--- config.mk ---
export PLATFORM = sky130hd
export DESIGN_NAME = nes_pad_poll_scheduler
export DESIGN_NICKNAME = d
export VERILOG_FILES = /design/src/rtl/nes_pad_pkg.sv /design/src/rtl/nes_cpu_pad_shifter.sv /design/src/rtl/nes_pad_poll_scheduler.sv
export SDC_FILE = /design/constraint.sdc
export NUM_CORES = 1
export LEC_CHECK = 0
export CAP_MARGIN = 25
export CORE_MARGIN = 2
export CORE_UTILIZATION = 29
export CTS_CLUSTER_DIAMETER = 40
export DETAILED_ROUTE_END_ITERATION = 16
export PLACE_DENSITY = 0.54
export SYNTH_ARGS = -nofsm -noshare
export SYNTH_HDL_FRONTEND = slang
export SYNTH_SLANG_ARGS = --single-unit
--- constraint.sdc ---
create_clock -name i_clk -period 6.1 [get_ports i_clk]
set_input_delay 1.22 -clock i_clk [delete_from_list [all_inputs] [get_ports i_clk]]
set_output_delay 1.22 -clock i_clk [all_outputs]
set_load 0.05 [all_outputs]
--- src/rtl/nes_pad_pkg.sv ---
// Shared definitions for the NES pad poll scheduler: FSM states,
// button bit positions and default timing values.
package nes_pad_pkg;

  // Poll sequencer states, in the order a poll walks through them.
  typedef enum logic [2:0] {
    ST_IDLE   = 3'd0,
    ST_LATCH  = 3'd1,
    ST_CLK_LO = 3'd2,
    ST_CLK_HI = 3'd3,
    ST_DONE   = 3'd4
  } pad_state_t;

  // Bit position of each button inside a committed snapshot.
  localparam int BTN_A      = 0;
  localparam int BTN_B      = 1;
  localparam int BTN_SELECT = 2;
  localparam int BTN_START  = 3;
  localparam int BTN_UP     = 4;
  localparam int BTN_DOWN   = 5;
  localparam int BTN_LEFT   = 6;
  localparam int BTN_RIGHT  = 7;

  localparam int NUM_BTNS = 8;

  // Defaults for a 27 MHz system clock: 6 us half bit, 60 Hz polling.
  localparam int DEF_HALF_CYC    = 162;
  localparam int DEF_POLL_PERIOD = 450000;
  localparam int DEF_AUTO_POLL   = 1;

endpackage

--- src/rtl/nes_cpu_pad_shifter.sv ---
// CPU-visible $4016/$4017 shift register for one pad port.
// While strobe is high the register tracks the committed snapshot and a
// read returns button A. With strobe low each read shifts right and fills
// with 1, so reads past the eighth return 1 like the real 4021.
module nes_cpu_pad_shifter
  import nes_pad_pkg::*;
(
  input  logic                i_clk,
  input  logic                i_rst,
  input  logic                i_strobe,
  input  logic                i_rd,
  input  logic [NUM_BTNS-1:0] i_snapshot,
  output logic                o_d
);

  logic [NUM_BTNS-1:0] shreg;

  // Reload while strobed, shift on reads otherwise; register the read bit.
  always_ff @(posedge i_clk) begin
    if (i_rst) begin
      shreg <= '0;
      o_d   <= 1'b0;
    end else begin
      if (i_strobe) begin
        shreg <= i_snapshot;
      end else if (i_rd) begin
        shreg <= {1'b1, shreg[NUM_BTNS-1:1]};
      end
      if (i_rd) begin
        o_d <= i_strobe ? i_snapshot[0] : shreg[0];
      end
    end
  end

endmodule

--- src/rtl/nes_pad_poll_scheduler.sv ---
// Serial poll sequencer for two NES pads sharing latch and clock lines.
// A poll latches both pads, clocks out seven more bits, and commits one
// 8-bit snapshot per pad (1 = pressed) with a single-cycle o_valid.
// Handshake: o_valid is a one-cycle pulse with no ready; o_pad0/o_pad1
// change only in that cycle and hold otherwise. i_poll_req is a one-cycle
// pulse; a request while busy is remembered once and run afterwards.
// Also hosts the CPU-side $4016/$4017 read emulation for both ports.
module nes_pad_poll_scheduler
  import nes_pad_pkg::*;
#(
  parameter int HALF_CYC    = DEF_HALF_CYC,
  parameter int POLL_PERIOD = DEF_POLL_PERIOD,
  parameter int AUTO_POLL   = DEF_AUTO_POLL
) (
  input  logic       i_clk,
  input  logic       i_rst,
  input  logic       i_poll_req,
  output logic       o_pad_latch,
  output logic       o_pad_clk,
  input  logic [1:0] i_pad_data,
  output logic [7:0] o_pad0,
  output logic [7:0] o_pad1,
  output logic       o_valid,
  output logic       o_busy,
  input  logic       i_cpu_strobe,
  input  logic [1:0] i_cpu_rd,
  output logic [1:0] o_cpu_d
);

  // Counter sized to hold the longest phase (the 2*HALF_CYC latch pulse).
  localparam int CNT_W = $clog2(2 * HALF_CYC);
  localparam int PER_W = (POLL_PERIOD > 1) ? $clog2(POLL_PERIOD) : 1;

  localparam logic [CNT_W-1:0] LATCH_LAST = CNT_W'(2 * HALF_CYC - 1);
  localparam logic [CNT_W-1:0] HALF_LAST  = CNT_W'(HALF_CYC - 1);
  localparam logic [PER_W-1:0] PER_LAST   = PER_W'(POLL_PERIOD - 1);

  pad_state_t       state;
  logic [CNT_W-1:0] cnt;
  logic [2:0]       bit_idx;
  logic             pend;
  // Bits 0..6 of the poll in progress; each sample enters at the top and
  // moves down, so bit 0 sits at position 0 once bit 6 has been taken.
  logic [6:0]       cap0;
  logic [6:0]       cap1;

  logic [1:0]       data_meta;
  logic [1:0]       data_sync;

  logic [PER_W-1:0] per_cnt;
  logic             timer_hit;
  logic             trigger;

  // Two-flop synchronizer for the asynchronous pad data lines.
  always_ff @(posedge i_clk) begin
    if (i_rst) begin
      data_meta <= 2'b11;
      data_sync <= 2'b11;
    end else begin
      data_meta <= i_pad_data;
      data_sync <= data_meta;
    end
  end

  // Free-running period counter that wraps at POLL_PERIOD-1.
  always_ff @(posedge i_clk) begin
    if (i_rst) begin
      per_cnt <= '0;
    end else if (per_cnt == PER_LAST) begin
      per_cnt <= '0;
    end else begin
      per_cnt <= per_cnt + 1'b1;
    end
  end

  // A request and a timer hit in the same cycle merge into one trigger.
  assign timer_hit = (AUTO_POLL != 0) && (per_cnt == PER_LAST);
  assign trigger   = i_poll_req || timer_hit;

  // Poll sequencer with registered pad-side outputs and commit.
  always_ff @(posedge i_clk) begin
    if (i_rst) begin
      state       <= ST_IDLE;
      cnt         <= '0;
      bit_idx     <= 3'd0;
      pend        <= 1'b0;
      cap0        <= '0;
      cap1        <= '0;
      o_pad_latch <= 1'b0;
      o_pad_clk   <= 1'b1;
      o_pad0      <= '0;
      o_pad1      <= '0;
      o_valid     <= 1'b0;
      o_busy      <= 1'b0;
    end else begin
      o_valid <= 1'b0;

      // Only one poll can be queued behind the running one.
      if (trigger && (state != ST_IDLE)) begin
        pend <= 1'b1;
      end

      case (state)
        ST_IDLE: begin
          if (trigger || pend) begin
            state       <= ST_LATCH;
            pend        <= 1'b0;
            cnt         <= '0;
            o_pad_latch <= 1'b1;
            o_busy      <= 1'b1;
          end
        end

        ST_LATCH: begin
          if (cnt == LATCH_LAST) begin
            cap0        <= {~data_sync[0], cap0[6:1]};
            cap1        <= {~data_sync[1], cap1[6:1]};
            bit_idx     <= 3'd1;
            cnt         <= '0;
            o_pad_latch <= 1'b0;
            o_pad_clk   <= 1'b0;
            state       <= ST_CLK_LO;
          end else begin
            cnt <= cnt + 1'b1;
          end
        end

        ST_CLK_LO: begin
          if (cnt == HALF_LAST) begin
            cnt       <= '0;
            o_pad_clk <= 1'b1;
            state     <= ST_CLK_HI;
          end else begin
            cnt <= cnt + 1'b1;
          end
        end

        ST_CLK_HI: begin
          if (cnt == HALF_LAST) begin
            cnt <= '0;
            if (bit_idx == 3'd7) begin
              // Last bit goes straight into the committed snapshot.
              o_pad0  <= {~data_sync[0], cap0};
              o_pad1  <= {~data_sync[1], cap1};
              o_valid <= 1'b1;
              state   <= ST_DONE;
            end else begin
              cap0      <= {~data_sync[0], cap0[6:1]};
              cap1      <= {~data_sync[1], cap1[6:1]};
              bit_idx   <= bit_idx + 3'd1;
              o_pad_clk <= 1'b0;
              state     <= ST_CLK_LO;
            end
          end else begin
            cnt <= cnt + 1'b1;
          end
        end

        ST_DONE: begin
          o_busy <= 1'b0;
          state  <= ST_IDLE;
        end

        default: begin
          state       <= ST_IDLE;
          o_pad_latch <= 1'b0;
          o_pad_clk   <= 1'b1;
          o_busy      <= 1'b0;
        end
      endcase
    end
  end

  nes_cpu_pad_shifter u_cpu_port0 (
    .i_clk      (i_clk),
    .i_rst      (i_rst),
    .i_strobe   (i_cpu_strobe),
    .i_rd       (i_cpu_rd[0]),
    .i_snapshot (o_pad0),
    .o_d        (o_cpu_d[0])
  );

  nes_cpu_pad_shifter u_cpu_port1 (
    .i_clk      (i_clk),
    .i_rst      (i_rst),
    .i_strobe   (i_cpu_strobe),
    .i_rd       (i_cpu_rd[1]),
    .i_snapshot (o_pad1),
    .o_d        (o_cpu_d[1])
  );

endmodule

======== Word level (Yosys, flattened, before mapping) ========
Cells that the tools add are included.
operators by class
  div/mod/pow operators ................... 0
  eq/ne operators ......................... 13
  mux-type cells .......................... 40
  $mul .................................... 0
  order comparisons ....................... 0
  $add $sub $neg .......................... 3
  reductions and logical operators ........ 22
  shift-type cells ........................ 0
  bitwise logic cells ..................... 7
operator list
  cell                     number
  $mux W7                  6
  $mux W8                  4
  $pmux W7 S2              2
  $mux W9                  3
  $pmux W9 S3              1
  $mux W3                  8
  $add A19 B1 Y19 const B  1
  $eq A19 B19 Y1 const B   1
  $pmux W3 S4              1
  $mux W1                  11
  $ne A2 B2 Y1 const B     5
  $add A9 B1 Y9 const B    1
  $eq A9 B8 Y1 const B     1
  $eq A9 B9 Y1 const B     1
  $reduce_or A3 Y1         3
  $reduce_and A4 Y1        2
  $not A1 Y1               7
  $eq A3 B2 Y1 const B     2
  $eq A3 B3 Y1 const B     2
  $pmux W3 S2              1
  $reduce_and A3 Y1        2
  $reduce_bool A2 Y1       3
  $reduce_bool A3 Y1       2
  $reduce_or A2 Y1         3
  other kinds (10)         12
storage, ports and cells
  latch bits .............................. 0
  memory bits (writable) .................. 0
  memory bits (read-only) ................. 0
  input port bits ......................... 8
  word-level logic and storage cells ...... 104
  register bits after elaboration ......... 91
  memories ................................ 0

======== Depth between registers and ports, before layout ========
  word-level depth ........................ 6
  depth in mapped cells ................... 9
  depth with buffers taken out ............ 7

======== By module ========
A second synthesis with hierarchy kept.
second synthesis, totals
  cells, all modules ...................... 443
  area total of the unflattened synthesis .. 3968.8 um^2
by module, submodules not included
  module                  times used  area an instance (um^2)  cells each
  nes_pad_poll_scheduler  1           3153.0                   363
  nes_cpu_pad_shifter     2           407.9                    40

======== Least setup slack after synthesis ========
No wires, ideal clock.
  kind .................................... input to register
  from .................................... input i_poll_req
  to ...................................... register cnt[2]
  data required time ...................... 6.014 ns
  arrival ................................. 2.266 ns
  stages on the path ...................... 6
  library setup time ...................... 0.086 ns
  slack ................................... 3.749 ns
  cells stage by stage .................... nor4_1 a21boi_1 a211o_1 clkbuf_1 a21oi_1 a211oi_1
on the way
  cells in the longest elaborated chain, start to end .. 4
RTL lines
  item                                RTL line                       text
  from (decl)                         nes_pad_poll_scheduler.sv:17   input logic i_poll_req,
  $logic_or A1 B1 Y1                  nes_pad_poll_scheduler.sv:78   assign trigger = i_poll_req || timer_hit;
  $logic_or A1 B1 Y1                  nes_pad_poll_scheduler.sv:105  if (trigger || pend) begin
  $ne A2 B2 Y1 (no source line)       -
  $reduce_and A2 Y1 (no source line)  -
  to (signal assigned)                nes_pad_poll_scheduler.sv:124  cnt <= cnt + 1'b1;
  to (signal assigned)                nes_pad_poll_scheduler.sv:134  cnt <= cnt + 1'b1;
  to (signal assigned)                nes_pad_poll_scheduler.sv:155  cnt <= cnt + 1'b1;
  to (decl)                           nes_pad_poll_scheduler.sv:39   logic [CNT_W-1:0] cnt;
Every way passes these cells.
A chain may end at the register's enable or synchronous reset.

======== Final worst setup path ========
  from .................................... register o_pad0[0]
  to ...................................... output o_pad0[0]
RTL lines
  item                    RTL line                       text
  from (decl)             nes_pad_poll_scheduler.sv:21   output logic [7:0] o_pad0,
  from (signal assigned)  nes_pad_poll_scheduler.sv:143  o_pad0 <= {~data_sync[0], cap0};
No word-level cell between the ends.

==> results list <==
- The run finished with clean final reports.
- Max Transition Viols Final: 0
* Worst vdd rail ir drop: 0.177 mV
- Of the synthesized area, sequential elements account for 0.478.
- Class of the tightest hold or removal check: reg -> reg
- Fraction of layout instances using a drive strength above 1: 0.0574
- The number of global-route vias before repair came to 2684.
- Number of DRC markers after the initial detailed-route iteration: 145
- Setup repair after global routing missed its margin: no
- At the worst endpoint, the required time is 4.88 ns.
- STA classifies the critical path endpoint as an output port.
* Async set or reset register ratio after synthesis: 0
- Cell taking the most area after synthesis: sky130_fd_sc_hd__dfxtp_1
- Area delta synth->final: 20.5%
* GRT overflow: 0
* Power share of the combinational group: 0.050
* Switching Power: 273 uW
* Total global routing track utilization: 0.111
* Maximum level of the CTS H-tree: 3
- After detailed routing, the number of remaining DRC violations is 0.
- Crit Path Max Fanout: 4
* Maximum root-to-sink buffer count: 2
* Crit path setup slack, layout: 3.31 ns
- The worst register-to-register path begins at cnt[0]$_SDFFE_PP0P_.
- Number of antenna violations at the first check in global routing: 0
- Worst r2r dst: state[1]$_SDFFE_PP0P_
* Number of instances in the synthesized netlist: 431
- Standard-cell rows: 41
* Sequential cell fraction of total power: 0.462
* Main flop type after synthesis: sky130_fd_sc_hd__dfxtp_1
* Total setup violations reported at the end of the flow: 0
- Synthesized area per cell: 8.85 um^2
- Data on the critical path arrives at its endpoint at 1.57 ns.
- The worst hold path terminates at data_sync[0]$_SDFF_PP1_.
* Initial core utilization: 0.300
* Crit path kind: reg -> out
- DPL Wire Length: 4.88 mm
- The count of buffers added on input and output ports is 29.
- STA classifies the critical path startpoint as a register.
- Placement-stage worst setup slack: 3.12 ns
* Count of flip-flops with a built-in enable after synthesis: 0
- Counting the buffers created by CTS gives 9.
- Based on the critical path, the design can be clocked at up to 358 MHz.
- Of the post-synthesis cell area, the dominant cell type holds 0.478.
* Pint: 1050 uW
- Flops & latches, synth: 91
* Cell types occupying the most area after synthesis: sky130_fd_sc_hd__dfxtp_1, sky130_fd_sc_hd__mux2i_1, sky130_fd_sc_hd__nor2_1
- Final total negative setup slack: 0 ns
* Remaining antenna violation count: 0
* Power density relative to cell area: 287 nW/um^2
* Total of max-cap violations: 0
- In the finished design, the share of the clock period the worst path needs comes to 0.458.
- Clock skew after layout: 0.00806 ns
- The first global-routing pass estimated 12.8 mm of wire.
* Final WL: 7.40 mm
- Yosys printed 0 warnings.
* Worst path cell trace: clkdlybuf4s50_1
* Slowest stage cell on the critical path: sky130_fd_sc_hd__clkdlybuf4s50_1
- Dividing the detail-routed wire length by the instance count gives 11.8 um.
- At the end of the flow, the number of nets in the layout was 462.
* Number of primary I/O pins: 30
- Share of total power consumed by net switching: 0.207
* Number of detailed-routing iterations run before antenna repair: 4
- After clock tree synthesis, the setup repair step added 0 buffers.
- TritonCTS built the clock tree.
- The filler cells instantiated in the layout total 1346.
- Setup slack, reg-to-reg: 3.95 ns
- Entering global routing, the biggest net connects 74 pins.
- Synth cell types: 41
* Final GP Congestion: 0.763
- Post-CTS clock slew at the launch and capture registers of the worst setup and hold paths: 0.06 ns
- In this run the most critical hold path is launched from data_meta[0]$_SDFF_PP1_.
* Vert. Die Dim: 119 um
* Via count of the routed design: 2906
- Buf/Inv on CP: 1
- Dividing the detail-routed via count by the number of cells gives 4.65.
- The share of total power dissipated in the clock network is 0.488.
* Antenna Diode Count: 0
- Number of clock sinks: 91
- Summing every instance area after synthesis gives 3810 um^2.
* Number of cells on the worst hold path: 1
- In this run, post-CTS repair resized a total of 0 instances.
- Worst-skew pair later-pin latency: 0.34 ns
- For the pin with the worst max-slew slack, the measured transition is 0.748 ns.
- The tree is rooted in a sky130_fd_sc_hd__clkbuf_16.
- The worst pin sits at a relative slew slack of 0.502.
* Crit-path leading delay family: buffers and inverters
- Number of buffers added to fix hold violations after cts: 0
- The count of final hold-check violations was 0.
- The die covers 14100 um^2.
- Final critical path time including I/O delays and setup: 2.79 ns
- Die boundary width: 119 um
- Count of cells along the worst register-to-register path: 6
- In this run the static leakage power is 0.00171 uW.
* Core outline area: 12700 um^2
- Slowest stage delay, CP: 0.83 ns
- Synthesis produced a netlist with a net count of 444.
==> synthesized netlist by cell type, types with 2 or more instances <==
cell,count
sky130_fd_sc_hd__nor2_1,101
sky130_fd_sc_hd__dfxtp_1,91
sky130_fd_sc_hd__mux2i_1,43
sky130_fd_sc_hd__a21oi_1,28
sky130_fd_sc_hd__nand2_1,20
sky130_fd_sc_hd__nand3_1,19
sky130_fd_sc_hd__clkbuf_1,17
sky130_fd_sc_hd__nor3_1,9
sky130_fd_sc_hd__xnor2_1,9
sky130_fd_sc_hd__buf_2,8
sky130_fd_sc_hd__xor2_1,8
sky130_fd_sc_hd__nand4_1,7
sky130_fd_sc_hd__a31oi_1,6
sky130_fd_sc_hd__and3_1,6
sky130_fd_sc_hd__a211oi_1,5
sky130_fd_sc_hd__ha_1,5
sky130_fd_sc_hd__nand2b_1,5
sky130_fd_sc_hd__or2_1,5
sky130_fd_sc_hd__or3_1,5
sky130_fd_sc_hd__inv_1,4
sky130_fd_sc_hd__o211ai_1,4
sky130_fd_sc_hd__nor4_1,3
sky130_fd_sc_hd__and2_1,2
sky130_fd_sc_hd__buf_4,2
sky130_fd_sc_hd__nor4bb_1,2
sky130_fd_sc_hd__o21ai_1,2
==> metrics by stage <==
step | utilization | power [uW] | instances | cell area [um^2] | hold slack (ns)
floorplan | - | 671 | 431 | 3810 | 0.383
global placement | 0.332 | 688 | 609 | 4230 | 0.393
detailed placement | 0.332 | 689 | 609 | 4230 | 0.394
CTS | 0.360 | 1340 | 624 | 4580 | 0.407
global route | 0.361 | 1370 | 625 | 4590 | 0.418
finish | 0.361 | 1320 | 625 | 4590 | 0.404
==> flip-flops by register name, summed over array words and instances, names as in the netlist <==
name and flops:
u_cpu_port1.shreg 8, o_busy 1, pend 1, o_pad_latch 1, state 3, bit_idx 3, o_pad1 8, o_valid 1
data_sync 2, data_meta 2, u_cpu_port1.o_d 1, o_pad_clk 1, u_cpu_port0.o_d 1, per_cnt 19, u_cpu_port0.shreg 8, cap1 7
o_pad0 8, cap0 7, cnt 9
==> layout by cell type (no fill, tap or decap), drive strengths merged, types with 2 or more instances in the layout <==
cell type and n:
xnor2 9, inv 5, nand4 7, nand2 20
bufinv 3, a211oi 5, nand3 19, and3 7
dfxtp 91, or2 6, buf 6, or3 5
nand2b 5, nor4bb 2, a31oi 6, nor4 3
nor3 9, a21oi 28, and2 2, o21ai 2
clkdlybuf4s50 28, mux2i 43, xor2 8, clkbuf 11
o211ai 4, nor2 101, ha 5
==> power by group through the flow <==
stage	combinational (uW)	clock, uW	sequential, uW
2_1_floorplan	44.5	0	626
6_report	66.2	644	609
5_1_grt	72.9	691	610
3_3_place_gp	65.1	0	623
3_5_place_dp	66.0	0	623
4_1_cts	66.2	668	609
==> layout make-up <==
cell class / instances / area, um^2 / area share
repair buffers: 34 / 330 / 0.0719
well taps: 172 / 215 / 0.0468
flip-flops and latches: 91 / 1820 / 0.397
clock buffers: 11 / 253 / 0.0550
multi-input cells: 308 / 1860 / 0.404
clock inverters: 4 / 97.6 / 0.0212
inverters: 5 / 18.8 / 0.00408
==> layer usage <==
layer,track usage,share of wire
met5,0,0
met4,0.0394,0.013
met2,0.183,0.49
met1,0.133,0.47
met3,0.0415,0.033
==> cells by family (layout without fill, tap and decap cells) <==
family | count (synthesis) | after routing | share of synthesized area
DFF | 91 | 91 | 0.478
xor gates and xnor gates | 17 | 17 | 0.0390
and+or+nand+nor | 191 | 191 | 0.231
adders and majority gates | 5 | 5 | 0.0164
AOI/OAI and AO/OA | 52 | 52 | 0.0866
buffers and inverters | 32 | 54 | 0.0361
muxes | 43 | 43 | 0.113
==> worst max path at each step <==
| stage | from | end | slack [ns] | cells after the start |
|---|---|---|---|---|
| floorplan | i_poll_req | cnt[2]$_SDFFE_PP0P_ | 3.75 | 6 |
| global placement | i_cpu_strobe | u_cpu_port0.o_d$_SDFFE_PP0P_ | 3.16 | 3 |
| detailed placement | i_cpu_strobe | u_cpu_port1.o_d$_SDFFE_PP0P_ | 3.12 | 3 |
| CTS | o_pad1[0]$_SDFFE_PP0P_ | o_pad1[0] | 3.26 | 1 |
| global route | o_pad1[4]$_SDFFE_PP0P_ | o_pad1[4] | 3.25 | 1 |
| finish | o_pad0[0]$_SDFFE_PP0P_ | o_pad0[0] | 3.31 | 1 |
(Power assumes the default switching activity.)
